`config.mk`:
```
export PLATFORM = sky130hd
export DESIGN_NAME = fpnew_class_scheduler
export DESIGN_NICKNAME = d
export VERILOG_FILES = /design/src/rtl/fpnew_pkg.sv /design/src/rtl/fpnew_classifier.sv /design/src/rtl/fpnew_class_scheduler.sv
export SDC_FILE = /design/constraint.sdc
export NUM_CORES = 1
export LEC_CHECK = 0
export ABC_AREA = 1
export CORE_AREA = 2 2 86 88
export DETAILED_ROUTE_END_ITERATION = 8
export DIE_AREA = 0 0 88 90
export GPL_TIMING_DRIVEN = 1
export MAX_ROUTING_LAYER = met4
export PLACE_DENSITY_LB_ADDON = 0.25
export SKIP_CTS_REPAIR_TIMING = 1
export SYNTH_ARGS = -nofsm -noshare
export SYNTH_HDL_FRONTEND = slang
export SYNTH_SLANG_ARGS = --single-unit
```
`constraint.sdc`:
```
create_clock -name clk_i -period 2.8 [get_ports clk_i]
set_input_delay 0.56 -clock clk_i [delete_from_list [all_inputs] [get_ports clk_i]]
set_output_delay 0.56 -clock clk_i [all_outputs]
set_load 0.005 [all_outputs]
```
`src/rtl/fpnew_pkg.sv`:
```
// Shared FP helpers: formats, classification info and the FCLASS mask layout.
package fpnew_pkg;

  typedef enum logic [2:0] {
    FP32    = 3'd0,
    FP64    = 3'd1,
    FP16    = 3'd2,
    FP8     = 3'd3,
    FP16ALT = 3'd4
  } fp_format_e;

  // Per-operand classification flags.
  typedef struct packed {
    logic is_normal;
    logic is_subnormal;
    logic is_zero;
    logic is_inf;
    logic is_nan;
    logic is_signalling;
    logic is_quiet;
    logic is_boxed;
  } fp_info_t;

  // RISC-V FCLASS result, one-hot.
  typedef logic [9:0] fclass_mask_t;

  localparam int unsigned FCLASS_NEG_INF  = 0;
  localparam int unsigned FCLASS_NEG_NORM = 1;
  localparam int unsigned FCLASS_NEG_SUB  = 2;
  localparam int unsigned FCLASS_NEG_ZERO = 3;
  localparam int unsigned FCLASS_POS_ZERO = 4;
  localparam int unsigned FCLASS_POS_SUB  = 5;
  localparam int unsigned FCLASS_POS_NORM = 6;
  localparam int unsigned FCLASS_POS_INF  = 7;
  localparam int unsigned FCLASS_SNAN     = 8;
  localparam int unsigned FCLASS_QNAN     = 9;

  function automatic int unsigned exp_bits(fp_format_e fmt);
    case (fmt)
      FP64:    return 11;
      FP16:    return 5;
      FP8:     return 5;
      default: return 8;
    endcase
  endfunction

  function automatic int unsigned man_bits(fp_format_e fmt);
    case (fmt)
      FP64:    return 52;
      FP16:    return 10;
      FP8:     return 2;
      FP16ALT: return 7;
      default: return 23;
    endcase
  endfunction

  function automatic int unsigned fp_width(fp_format_e fmt);
    return 1 + exp_bits(fmt) + man_bits(fmt);
  endfunction

  // Map classifier flags plus sign onto the FCLASS mask; NaNs ignore the sign.
  function automatic fclass_mask_t fclass_mask(fp_info_t info, logic sign);
    fclass_mask_t m;
    m = '0;
    if (info.is_nan) begin
      if (info.is_signalling) m[FCLASS_SNAN] = 1'b1;
      else                    m[FCLASS_QNAN] = 1'b1;
    end else if (info.is_inf) begin
      if (sign) m[FCLASS_NEG_INF] = 1'b1;
      else      m[FCLASS_POS_INF] = 1'b1;
    end else if (info.is_normal) begin
      if (sign) m[FCLASS_NEG_NORM] = 1'b1;
      else      m[FCLASS_POS_NORM] = 1'b1;
    end else if (info.is_subnormal) begin
      if (sign) m[FCLASS_NEG_SUB] = 1'b1;
      else      m[FCLASS_POS_SUB] = 1'b1;
    end else if (info.is_zero && info.is_boxed) begin
      if (sign) m[FCLASS_NEG_ZERO] = 1'b1;
      else      m[FCLASS_POS_ZERO] = 1'b1;
    end
    return m;
  endfunction

endpackage

```
`src/rtl/fpnew_classifier.sv`:
```
// Combinational operand classifier; a non-boxed operand is reported as quiet NaN.
module fpnew_classifier
  import fpnew_pkg::*;
#(
  parameter fp_format_e  FpFormat    = FP32,
  parameter int unsigned NumOperands = 1,
  localparam int unsigned WIDTH      = fp_width(FpFormat)
) (
  input  logic     [NumOperands-1:0][WIDTH-1:0] operands_i,
  input  logic     [NumOperands-1:0]            is_boxed_i,
  output fp_info_t [NumOperands-1:0]            info_o
);

  localparam int unsigned EXP_BITS = exp_bits(FpFormat);
  localparam int unsigned MAN_BITS = man_bits(FpFormat);

  for (genvar gi = 0; gi < NumOperands; gi++) begin : g_op
    logic [EXP_BITS-1:0] exp_f;
    logic [MAN_BITS-1:0] man_f;
    logic                exp_max, exp_zero, man_zero, boxed;

    assign exp_f    = operands_i[gi][WIDTH-2 -: EXP_BITS];
    assign man_f    = operands_i[gi][MAN_BITS-1:0];
    assign exp_max  = &exp_f;
    assign exp_zero = ~|exp_f;
    assign man_zero = ~|man_f;
    assign boxed    = is_boxed_i[gi];

    // Flag derivation; sign is handled by the consumer.
    always_comb begin
      info_o[gi].is_normal     = boxed & ~exp_zero & ~exp_max;
      info_o[gi].is_subnormal  = boxed & exp_zero & ~man_zero;
      info_o[gi].is_zero       = boxed & exp_zero & man_zero;
      info_o[gi].is_inf        = boxed & exp_max & man_zero;
      info_o[gi].is_nan        = ~boxed | (exp_max & ~man_zero);
      info_o[gi].is_signalling = boxed & exp_max & ~man_zero & ~man_f[MAN_BITS-1];
      info_o[gi].is_quiet      = (~boxed | (exp_max & ~man_zero)) &
                                 ~(boxed & exp_max & ~man_zero & ~man_f[MAN_BITS-1]);
      info_o[gi].is_boxed      = boxed;
    end
  end

endmodule

```
`src/rtl/fpnew_class_scheduler.sv`:
```
// Round-robin arbiter sharing one classifier among NumReq requesters,
// with a single registered FCLASS result stage.
module fpnew_class_scheduler
  import fpnew_pkg::*;
#(
  parameter fp_format_e  FpFormat  = fpnew_pkg::fp_format_e'(0),
  parameter int unsigned NumReq    = 4,
  parameter int unsigned TagWidth  = 5,
  localparam int unsigned WIDTH    = fpnew_pkg::fp_width(FpFormat),
  localparam int unsigned IdxWidth = $clog2(NumReq)
) (
  input  logic                             clk_i,
  input  logic                             rst_i,
  input  logic                             flush_i,
  input  logic [NumReq-1:0]                req_valid_i,
  output logic [NumReq-1:0]                req_ready_o,
  input  logic [NumReq-1:0][WIDTH-1:0]     req_operand_i,
  input  logic [NumReq-1:0]                req_is_boxed_i,
  input  logic [NumReq-1:0][TagWidth-1:0]  req_tag_i,
  output logic                             out_valid_o,
  input  logic                             out_ready_i,
  output logic [9:0]                       out_class_o,
  output logic [IdxWidth-1:0]              out_idx_o,
  output logic [TagWidth-1:0]              out_tag_o
);

  logic [IdxWidth-1:0] ptr_q, ptr_d;
  logic                out_valid_q, out_valid_d;
  fclass_mask_t        out_class_q, out_class_d;
  logic [IdxWidth-1:0] out_idx_q, out_idx_d;
  logic [TagWidth-1:0] out_tag_q, out_tag_d;

  logic                can_accept, grant_found, grant;
  logic [IdxWidth:0]   cand;
  logic [IdxWidth-1:0] grant_idx;
  logic [WIDTH-1:0]    grant_operand;
  logic                grant_boxed;
  logic [TagWidth-1:0] grant_tag;
  fp_info_t            grant_info;
  fclass_mask_t        grant_mask;

  // Stage is free when empty or draining this cycle; flush blocks new work.
  assign can_accept = (!out_valid_q || out_ready_i) && !flush_i;
  assign grant      = can_accept && grant_found;

  // Rotating priority search starting at ptr, wrapping at NumReq.
  always_comb begin
    grant_found = 1'b0;
    grant_idx   = '0;
    cand        = '0;
    for (int unsigned k = 0; k < NumReq; k++) begin
      cand = {1'b0, ptr_q} + (IdxWidth+1)'(k);
      if (cand >= (IdxWidth+1)'(NumReq)) cand = cand - (IdxWidth+1)'(NumReq);
      if (!grant_found && req_valid_i[cand[IdxWidth-1:0]]) begin
        grant_found = 1'b1;
        grant_idx   = cand[IdxWidth-1:0];
      end
    end
  end

  // One-hot ready to the granted requester only.
  always_comb begin
    req_ready_o = '0;
    if (grant) req_ready_o[grant_idx] = 1'b1;
  end

  assign grant_operand = req_operand_i[grant_idx];
  assign grant_boxed   = req_is_boxed_i[grant_idx];
  assign grant_tag     = req_tag_i[grant_idx];

  fpnew_classifier #(
    .FpFormat    (FpFormat),
    .NumOperands (1)
  ) i_classifier (
    .operands_i (grant_operand),
    .is_boxed_i (grant_boxed),
    .info_o     (grant_info)
  );

  assign grant_mask = fclass_mask(grant_info, grant_operand[WIDTH-1]);

  // Output stage and pointer next-state; data only loads on a grant.
  always_comb begin
    ptr_d       = ptr_q;
    out_valid_d = out_valid_q;
    out_class_d = out_class_q;
    out_idx_d   = out_idx_q;
    out_tag_d   = out_tag_q;
    if (flush_i) begin
      out_valid_d = 1'b0;
    end else if (can_accept) begin
      out_valid_d = grant;
      if (grant) begin
        out_class_d = grant_mask;
        out_idx_d   = grant_idx;
        out_tag_d   = grant_tag;
        ptr_d       = (grant_idx == IdxWidth'(NumReq-1)) ? '0
                                                         : grant_idx + IdxWidth'(1);
      end
    end
  end

  // State registers with synchronous reset taking priority over flush.
  always_ff @(posedge clk_i) begin
    if (rst_i) begin
      ptr_q       <= '0;
      out_valid_q <= 1'b0;
      out_class_q <= '0;
      out_idx_q   <= '0;
      out_tag_q   <= '0;
    end else begin
      ptr_q       <= ptr_d;
      out_valid_q <= out_valid_d;
      out_class_q <= out_class_d;
      out_idx_q   <= out_idx_d;
      out_tag_q   <= out_tag_d;
    end
  end

  assign out_valid_o = out_valid_q;
  assign out_class_o = out_class_q;
  assign out_idx_o   = out_idx_q;
  assign out_tag_o   = out_tag_q;

endmodule

```
Yosys cells after proc, flatten, opt, wreduce, memory -nomap -nowiden
Cells that the tools add are included.
- bitwise gates (word level): 15
- add/subtract/negate cells: 8
- reduce and logical (&&, ||, !) cells: 20
- magnitude comparators: 10
- eq/ne operators: 1
- mux-type cells: 46
- operator list (kind ; count):
    binary-select mux 32 bit (select 2 bit) ; 1
    2-to-1 mux 32 bit ; 1
    2-to-1 mux 2 bit ; 12
    OR reduction 23 bit ; 1
    2-to-1 mux 1 bit ; 20
    < comparator 2 x 3 -> 1 bit, second input constant ; 5
    bitwise AND 1 bit ; 10
    binary-select mux 1 bit (select 2 bit) ; 5
    binary-select mux 5 bit (select 2 bit) ; 1
    >= comparator 3 bit, second input constant ; 3
    2-to-1 mux 4 bit ; 2
    2-to-1 mux 8 bit ; 1
    AND reduction 8 bit ; 1
    OR reduction 8 bit ; 1
    subtractor 2 x 1 -> 2 bit, second input constant ; 4
    logical AND 1 bit ; 7
    zero test 1 bit ; 7
    adder 2 x 2 -> 3 bit, second input constant ; 2
    2-to-1 mux 6 bit ; 1
    2-to-1 mux 5 bit ; 1
    NOT 1 bit ; 4
    adder 2 x 1 -> 3 bit, second input constant ; 1
    >= comparator 2 x 3 -> 1 bit, second input constant ; 1
    AND reduction 3 bit ; 1
    other kinds (7) ; 7
- register bits: 20
- logic and storage cells: 105

Logic depth before layout (Yosys ltp)
Gate-level depths: netlist of run 1.
- depth in word-level cells: 26
- gate-level depth with buffers: 22
- mapped depth without buffers: 21

By module
From an unflattened synthesis of run 1, not the netlist that was laid out.
- cells, all modules: 517
- area total of the unflattened synthesis: 2737.6 um^2
- by module, submodules not included (module ; cells each ; times used ; area an instance (um^2) ; seq. area each (um^2)):
    fpnew_class_scheduler ; 467 ; 1 ; 2509.9 ; 400.4
    fpnew_classifier ; 50 ; 1 ; 227.7 ; 0.0

Worst setup path after synthesis of run 1
OpenSTA, ideal clock, no wires.
- path type: input -> output
- from: input port req_valid_i[3]
- to: output port req_ready_o[0]
- data required time: 2.240 ns
- cell stages on the path: 12
- setup slack: 0.311 ns
- arrival: 1.929 ns
- cell sequence: inv_1 nand2_1 nand3_2 nand2_2 nor2_4 nand3_4 nand3_4 buf_4 buf_2 ha_1 inv_1 nor2_1
- cells in the longest elaborated chain, start to end: 17
- RTL lines (element ; RTL line ; source):
    from (decl) ; fpnew_class_scheduler.sv:15 ; input logic [NumReq-1:0] req_valid_i,
    binary-select mux 1 bit (select 2 bit) ; fpnew_class_scheduler.sv:54 ; if (!grant_found && req_valid_i[cand[IdxWidth-1:0]]) begin
    2-to-1 mux 1 bit (not written as such) ; fpnew_class_scheduler.sv:54 ;
    2-to-1 mux 1 bit ; fpnew_class_scheduler.sv:54 ;
    zero test 1 bit ; fpnew_class_scheduler.sv:54 ;
    logical AND 1 bit ; fpnew_class_scheduler.sv:54 ;
    2-to-1 mux 1 bit ; fpnew_class_scheduler.sv:54 ;
    zero test 1 bit ; fpnew_class_scheduler.sv:54 ;
    logical AND 1 bit ; fpnew_class_scheduler.sv:54 ;
    2-to-1 mux 1 bit ; fpnew_class_scheduler.sv:54 ;
    zero test 1 bit ; fpnew_class_scheduler.sv:54 ;
    logical AND 1 bit ; fpnew_class_scheduler.sv:54 ;
    2-to-1 mux 2 bit ; fpnew_class_scheduler.sv:54 ;
    < comparator 2 x 3 -> 1 bit (not written as such) / >= comparator 2 x 1 -> 1 bit (equally long branches) ; fpnew_class_scheduler.sv:64 ; if (grant) req_ready_o[grant_idx] = 1'b1;
    logical AND 1 bit (not written as such) ; fpnew_class_scheduler.sv:64 ;
    2-to-1 mux 1 bit (not written as such) ; fpnew_class_scheduler.sv:64 ;
    demux 1 bit (select 2 bit) ; fpnew_class_scheduler.sv:64 ;
    2-to-1 mux 4 bit * ; fpnew_class_scheduler.sv:64 ;
    to (decl) ; fpnew_class_scheduler.sv:16 ; output logic [NumReq-1:0] req_ready_o,
Mark *: on every way between the ends. The rest lies on a longest branch, timed or not. The select of a mux whose other input is x is not followed.

Final worst setup path of run 1
- from: register ptr_q[0]
- to: output port req_ready_o[1]
- cells in the longest elaborated chain, start to end: 19
- RTL lines (element ; RTL line ; source):
    from (decl) ; fpnew_class_scheduler.sv:27 ; logic [IdxWidth-1:0] ptr_q, ptr_d;
    from (signal assigned) ; fpnew_class_scheduler.sv:112 ; ptr_q <= ptr_d;
    parallel branches: the longest is 13 deep, another holds adder 2 x 1 -> 3 bit ; - ;
    2-to-1 mux 2 bit * ; fpnew_class_scheduler.sv:54 ;
    via grant_idx[0] ; fpnew_class_scheduler.sv:35 ; logic [IdxWidth-1:0] grant_idx;
    < comparator 2 x 3 -> 1 bit (not written as such) / >= comparator 2 x 1 -> 1 bit (equally long branches) ; fpnew_class_scheduler.sv:64 ;
    logical AND 1 bit (not written as such) ; fpnew_class_scheduler.sv:64 ;
    2-to-1 mux 1 bit (not written as such) ; fpnew_class_scheduler.sv:64 ;
    demux 1 bit (select 2 bit) * ; fpnew_class_scheduler.sv:64 ;
    2-to-1 mux 4 bit * ; fpnew_class_scheduler.sv:64 ;
Mark *: on every way through the listed nets, which the timed path passes. The select of a mux whose other input is x is not followed.

==> results of run 1 <==
[worst reg2reg max path: cells and delay by family (launching register included)]
| family | cells | cell delay [ps] |
|---|---|---|
| simple gates | 15 | 1330 |
| buf+inv | 5 | 700 |
| flops | 1 | 380 |
| compound gates | 1 | 80 |
[layout make-up]
type                       instances  area, µm²  share of cell area (%)
timing repair buffer             215       2170                    46.5
multi-input combinational        352       1730                    37.2
tap                               99        124                    2.66
sequential                        20        404                    8.66
inverter                          43        164                    3.51
clock buffer                       3       41.3                   0.885
clock inverter                     1       30.0                   0.644
[metal layers]
metal | share of wire (%) | track usage [%] | up-vias | wire [µm]
met5 | 0 | - | - | 0
met4 | 1.8 | 4.87 | 0 | 171
met3 | 4.3 | 2.57 | 14 | 417
met2 | 54 | 43.9 | 134 | 5250
met1 | 40 | 28.8 | 1546 | 3920
li1 | - | - | 1794 | -
[worst max-delay path by stage]
stage,from,end,slack (ps),depth (start not counted)
after floorplan,req_valid_i[3],req_ready_o[0],310,12
after global placement,req_valid_i[3],req_ready_o[1],-370,15
after detailed placement,req_valid_i[3],req_ready_o[2],-430,14
after CTS,req_valid_i[3],req_ready_o[2],-460,14
after global routing,ptr_q[0],out_class_o[9],-20,23
final,ptr_q[0],req_ready_o[1],120,15
[sequential cells by signal (all words and copies together), names as in the netlist]
register,flops
out_class_o,10
out_idx_o,2
out_tag_o,5
out_valid_o,1
ptr_q,2
[power groups by stage]
stage	registers [mW]	logic, mW	clock network [mW]
6_report	0.416	4.11	0.292
5_1_grt	0.425	4.57	0.307
4_1_cts	0.411	3.39	0.297
3_5_place_dp	0.416	3.37	0
3_3_place_gp	0.412	3.34	0
2_1_floorplan	0.416	2.22	0
[stage by stage]
step           TNS [ps]  setup WS [ps]  area, µm²  hold WS, ps  utilization, %
6_report              0            123       4660          470            66.4
2_1_floorplan         0            311       2290          461               -
3_5_place_dp      -4560           -431       4320          460            61.5
3_3_place_gp      -3450           -366       4320          453            61.5
4_1_cts           -2100           -461       4390          473            62.5
5_1_grt           -47.8          -23.0       4660          494            66.4
[cell families after synthesis]
family                   Yosys count  synth area share (%)
adder cells (fa/ha/maj)            4                  2.18
AND/OR/NAND/NOR                  312                  60.3
AO/OA/AOI/OAI                     32                  7.10
buffers and inverters             59                  11.2
flip-flops                        20                  17.5
multiplexers                       4                  1.75
[cells in the final DEF (no fill, tap or decap), types with 2 or more instances in the layout]
cell type        count
clkdlybuf4s50_1    173
nand2_1            133
nor2_1              60
nand3_1             51
inv_1               33
nand2_2             24
buf_4               24
dfxtp_1             19
o21ai_0             18
nor4_1              13
a21oi_1             11
inv_2                8
nand4_1              8
dlymetal6s2s_1       6
nand3_2              4
nor2_4               4
nor3_1               4
mux2i_1              4
ha_1                 4
buf_6                4
nand3_4              3
nand3b_1             3
clkbuf_8             3
buf_12               3
nor2_2               2
clkbuf_16            2
==> results.txt, run 1 <==
status - complete, no violations
Worst-Margin Slew - 439 ps
Crit path required time - 2240 ps
count leader, synth - nand2_1
Mean Syn Cell Area - 5.32 µm²
gr ovfl total - 0
drt via density - 4.76
Pins Over Slew Limit - 0
Synth area leaders - nand2_1 25%, dfxtp_1 17%, nand3_1 12%
power consumption - 4.82 mW
Power Density - 1030 nW/µm²
vias in the first global route - 3463
GP Congestion - 0.823
Hold Crit Start - out_class_o[7]
Synth Instances - 431
Synth async-reset ratio - 0%
startpoint types - flip-flop
post-placement cell count - 718
final period utilization - 95.6%
NumNets Final - 799
dominant cell type by area after synthesis - nand2_1
Clk pwr share - 6.1%
antenna violations before repair - 0
CP Buf/Inv Count - 6
Sink Count - 20
DR iter-0 viols - 127
largest net degree at the start of global routing - 25
Max Clock Freq - 0.373 GHz
total track usage - 24.4%
Clock Skew - 8.52 ps
flop2flop setup slack - 200 ps
Leakage - 2.15 nW
CP endpoint kind - output port
Netlist cell types - 29
dpl hpwl - 7.97 mm
Chip Width - 88 µm
antenna cells - 0
Syn-to-layout area delta - 103%
synthesized area - 2290 µm²
DRC Markers - 0
WHS Endpoint - out_class_o[7]
WHS Path Cells - 2
IO Count - 182
CTS Buffer Depth - 2
combinational power share - 85.3%
Net Sw Frac - 49.6%
worst reg2reg path depth - 21
register area share after synthesis - 17.5%
Clk Latency, worst-skew pair - 260 ps
max-cap viol count - 0
Min-Delay Path Class - flip-flop to flip-flop
row cnt - 31
syn nets - 595
peak supply drop - 440 µV
drt total wl - 9.76 mm
crit path cell chain - inv_2, nand2_1, nand2_1, nand2_2, nand2_2, nor2_4, buf_4, nand3_4, nand3_4, buf_12, inv_4, ha_1, inv_1, nor2_1, clkbuf_2
critical path arrival - 2120 ps
Reg power frac - 8.6%
worst r2r src - ptr_q[0]
initial core utilization - 32.7%
flops & latches, synth - 20
final hold violation count - 0
ratio of cells with drive above 1 in the final layout - 14.2%
CTS root buf - clkbuf_8
yosys warns - 0
top cell family by delay on the critical path - simple AND/OR/NAND/NOR gates
slowest cell on the critical path - dfxtp_4
number of flops mapped to enable cells by yosys - 0
Worst-path clk slew - 80 ps
# port buffers - 181
final setup vio count - 0
sw power - 2.39 mW
CTS tree - done
routed vias - 3488
Core Area - 7020 µm²
Die Height - 90 µm
P_int - 2.43 mW
Layout fillers - 632
top_reg_cell synth - dfxtp_1
Detail Route Antenna Nets - 0
post-synth top area share - 24.9%
crit path kind - flip-flop to output port
H-tree depth - 1
CP max FO - 9
first-pass GRT wire length - 15.5 mm
Synth top cells by count - 152 x nand2_1, 62 x nor2_1, 54 x nand3_1
CTS Buf Count - 3
WL/cell - 13.3 µm
TritonRoute pass-1 iters - 5
Die ar. - 7920 µm²
max_slew headroom - 70.6%
Non-Filler Instances - 733
worst flop-to-flop path endpoint - out_class_o[4]
fin crit period - 2680 ps
peak per-stage delay on the critical path - 380 ps
Note: power is estimated with default switching activity, not from simulation.
==> inputs of run 2 (changes only) <==
--- a/config.mk
+++ b/config.mk
@@ -6,9 +6,12 @@
 export NUM_CORES = 1
 export LEC_CHECK = 0
 export ABC_AREA = 1
-export CORE_AREA = 2 2 86 88
+export ABC_CLOCK_PERIOD_IN_PS = 2800
+export CELL_PAD_IN_SITES_DETAIL_PLACEMENT = 1
+export CELL_PAD_IN_SITES_GLOBAL_PLACEMENT = 1
+export CORE_AREA = 2 2 111 113
 export DETAILED_ROUTE_END_ITERATION = 8
-export DIE_AREA = 0 0 88 90
+export DIE_AREA = 0 0 113 115
 export GPL_TIMING_DRIVEN = 1
 export MAX_ROUTING_LAYER = met4
 export PLACE_DENSITY_LB_ADDON = 0.25
==> run 2 against run 1 <==
Compared with the run above: register-to-register slack better by 30 ps; clock-buffer cell count unchanged; sequential power up 3%; setup slack worse by 25 ps; first-iteration DRC count down 7.1%; non-clock buffer count down 4; die area up 64%; total power up 2.8%; sequential cell count unchanged; cell count up 6.0%; hold slack worse by 1.2 ps; critical path type unchanged; the run now ends with DRC left; largest power group unchanged.
==> results.txt, run 2 (synthesis results as in run 1) <==
status - finished, violations left (was complete, no violations)
failing checks - DRC
DR iter-0 viols - 118 (was 127)
WL/cell - 14.7 µm (was 13.3 µm)
DRC Markers - 2 (was 0)
routed vias - 3527 (was 3488)
vias in the first global route - 3761 (was 3463)
drt total wl - 11.4 mm (was 9.76 mm)
startpoint types - flip-flop (unchanged)
CTS tree - done (unchanged)
power consumption - 4.95 mW (was 4.82 mW)
peak supply drop - 404 µV (was 440 µV)
gr ovfl total - 0 (unchanged)
CP max FO - 10 (was 9)
Chip Width - 113 µm (was 88 µm)
Leakage - 2.15 nW (about the same)
# port buffers - 181 (unchanged)
Sink Count - 20 (unchanged)
ratio of cells with drive above 1 in the final layout - 14.1% (was 14.2%)
largest net degree at the start of global routing - 26 (was 25)
most frequent cells in the layout - 173 x clkdlybuf4s50_1, 132 x nand2_1, 60 x nor2_1 (was 173 x clkdlybuf4s50_1, 133 x nand2_1, 60 x nor2_1)
CTS Buffer Depth - 2 (unchanged)
Syn-to-layout area delta - 107% (was 103%)
worst reg2reg path depth - 19 (was 21)
Setup WS pre-CTS - -489 ps (was -431 ps)
first-pass GRT wire length - 17.5 mm (was 15.5 mm)
Clk Latency, worst-skew pair - 250 ps (was 260 ps)
final hold violation count - 0 (unchanged)
CP endpoint kind - output port (unchanged)
total track usage - 17.1% (was 24.4%)
drt via density - 4.54 (was 4.76)
IO Count - 182 (unchanged)
combinational power share - 83.3% (was 85.3%)
Clock Skew - 2.64 ps (was 8.52 ps)
WHS Endpoint - out_class_o[0] (was out_class_o[7])
Pins Over Slew Limit - 0 (unchanged)
sw power - 2.49 mW (was 2.39 mW)
max-cap viol count - 0 (unchanged)
most common cell after layout, fill and taps aside - clkdlybuf4s50_1 (unchanged)
final setup vio count - 0 (unchanged)
Min-Delay Path Class - flip-flop to flip-flop (unchanged)
fin crit period - 2700 ps (was 2680 ps)
NumNets Final - 795 (was 799)
Detail Route Antenna Nets - 0 (unchanged)
Worst-Margin Slew - 427 ps (was 439 ps)
row cnt - 40 (was 31)
flop2flop setup slack - 230 ps (was 200 ps)
final worst slack - 97.6 ps (was 123 ps)
Max Clock Freq - 0.370 GHz (was 0.373 GHz)
WHS Path Cells - 2 (unchanged)
Layout fillers - 1518 (was 632)
worst r2r src - ptr_q[0] (unchanged)
final period utilization - 96.5% (was 95.6%)
Non-Filler Instances - 777 (was 733)
critical path arrival - 2140 ps (was 2120 ps)
GP Congestion - 0.826 (was 0.823)
Reg power frac - 8.7% (was 8.6%)
TritonRoute pass-1 iters - 6 (was 5)
antenna cells - 0 (unchanged)
Die Height - 115 µm (was 90 µm)
dpl hpwl - 9.58 mm (was 7.97 mm)
Clk pwr share - 8.0% (was 6.1%)
Worst-path clk slew - 60 ps (was 80 ps)
Die ar. - 13000 µm² (was 7920 µm²)
Crit path required time - 2240 ps (about the same)
antenna violations before repair - 0 (unchanged)
Core Area - 11800 µm² (was 7020 µm²)
CTS Buf Count - 3 (unchanged)
Hold Crit Start - out_class_o[0] (was out_class_o[7])
worst flop-to-flop path endpoint - out_class_o[5] (was out_class_o[4])
H-tree depth - 1 (unchanged)
initial core utilization - 19.4% (was 32.7%)
max_slew headroom - 71.3% (was 70.6%)
Power Density - 1040 nW/µm² (was 1030 nW/µm²)
post-placement cell count - 765 (was 718)
Net Sw Frac - 50.4% (was 49.6%)
CTS root buf - clkbuf_16 (was clkbuf_8)
P_int - 2.46 mW (was 2.43 mW)
crit path kind - flip-flop to output port (unchanged)
max FFs per register - 10 (unchanged)
[run 2: cell types whose count changed in the layout (fill, tap and decap cells not counted), moves of 2 or more]
cell,previous run,this run
nand3_1,51,49
buf_4,24,20
clkbuf_16,2,5
nand3_2,4,6
inv_2,8,6
clkbuf_8,3,0
[run 2: worst max path at each step]
stage / from / endpoint / cells after the start
2_1_floorplan: req_valid_i[3] / req_ready_o[0] / 12
3_3_place_gp: req_valid_i[2] / req_ready_o[2] / 14
3_5_place_dp: req_valid_i[3] / out_class_o[2] / 21
4_1_cts: req_valid_i[3] / req_ready_o[3] / 14
5_1_grt: ptr_q[0] / req_ready_o[3] / 14
6_report: ptr_q[0] / req_ready_o[3] / 14
[run 2: metal layers]
metal  track usage (%)  wire [µm]  up-vias
met5                 -          0        -
met4              1.22         38        0
met3              1.63        428        4
met2              35.1       6520       99
met1              18.3       4430     1641
li1                  -          -     1783
[run 2: layout make-up]
type                       count  area (µm²)  area share, %
inverter                      43         166           3.51
tap                          147         184           3.88
timing repair buffer         211        2140           45.1
clock inverter                 1        30.0          0.633
sequential                    20         408           8.60
multi-input combinational    352        1740           36.7
clock buffer                   3        75.1           1.58
[run 2: critical path: stages, from the launching register on]
cell     delay [ps]
dfxtp_4         370
inv_4           130
nand2_1          80
nand2_2         120
nand2_2          70
nand2_2          90
nor2_4           50
buf_4           130
nand3_4          80
nand3_4         180
inv_4           120
ha_1            140
inv_1            50
nor2_1          120
buf_2           140
[run 2: metrics by stage]
| stage | setup TNS, ps | instance area (µm²) | utilization (%) | hold WS (ps) |
|---|---|---|---|---|
| 2_1_floorplan | 0 | 2290 | - | 461 |
| 3_3_place_gp | -4780 | 4380 | 37.1 | 464 |
| 3_5_place_dp | -6470 | 4380 | 37.1 | 465 |
| 4_1_cts | -3790 | 4490 | 38.0 | 474 |
| 5_1_grt | -103 | 4740 | 40.2 | 500 |
| 6_report | 0 | 4740 | 40.2 | 469 |
[run 2: power groups by stage]
stage	Clock, mW	Sequential, mW	Combinational (mW)
after CTS	0.402	0.421	3.56
final	0.394	0.430	4.12
after floorplan	0	0.416	2.22
after detailed placement	0	0.426	3.53
after global placement	0	0.422	3.44
after global routing	0.412	0.442	4.63
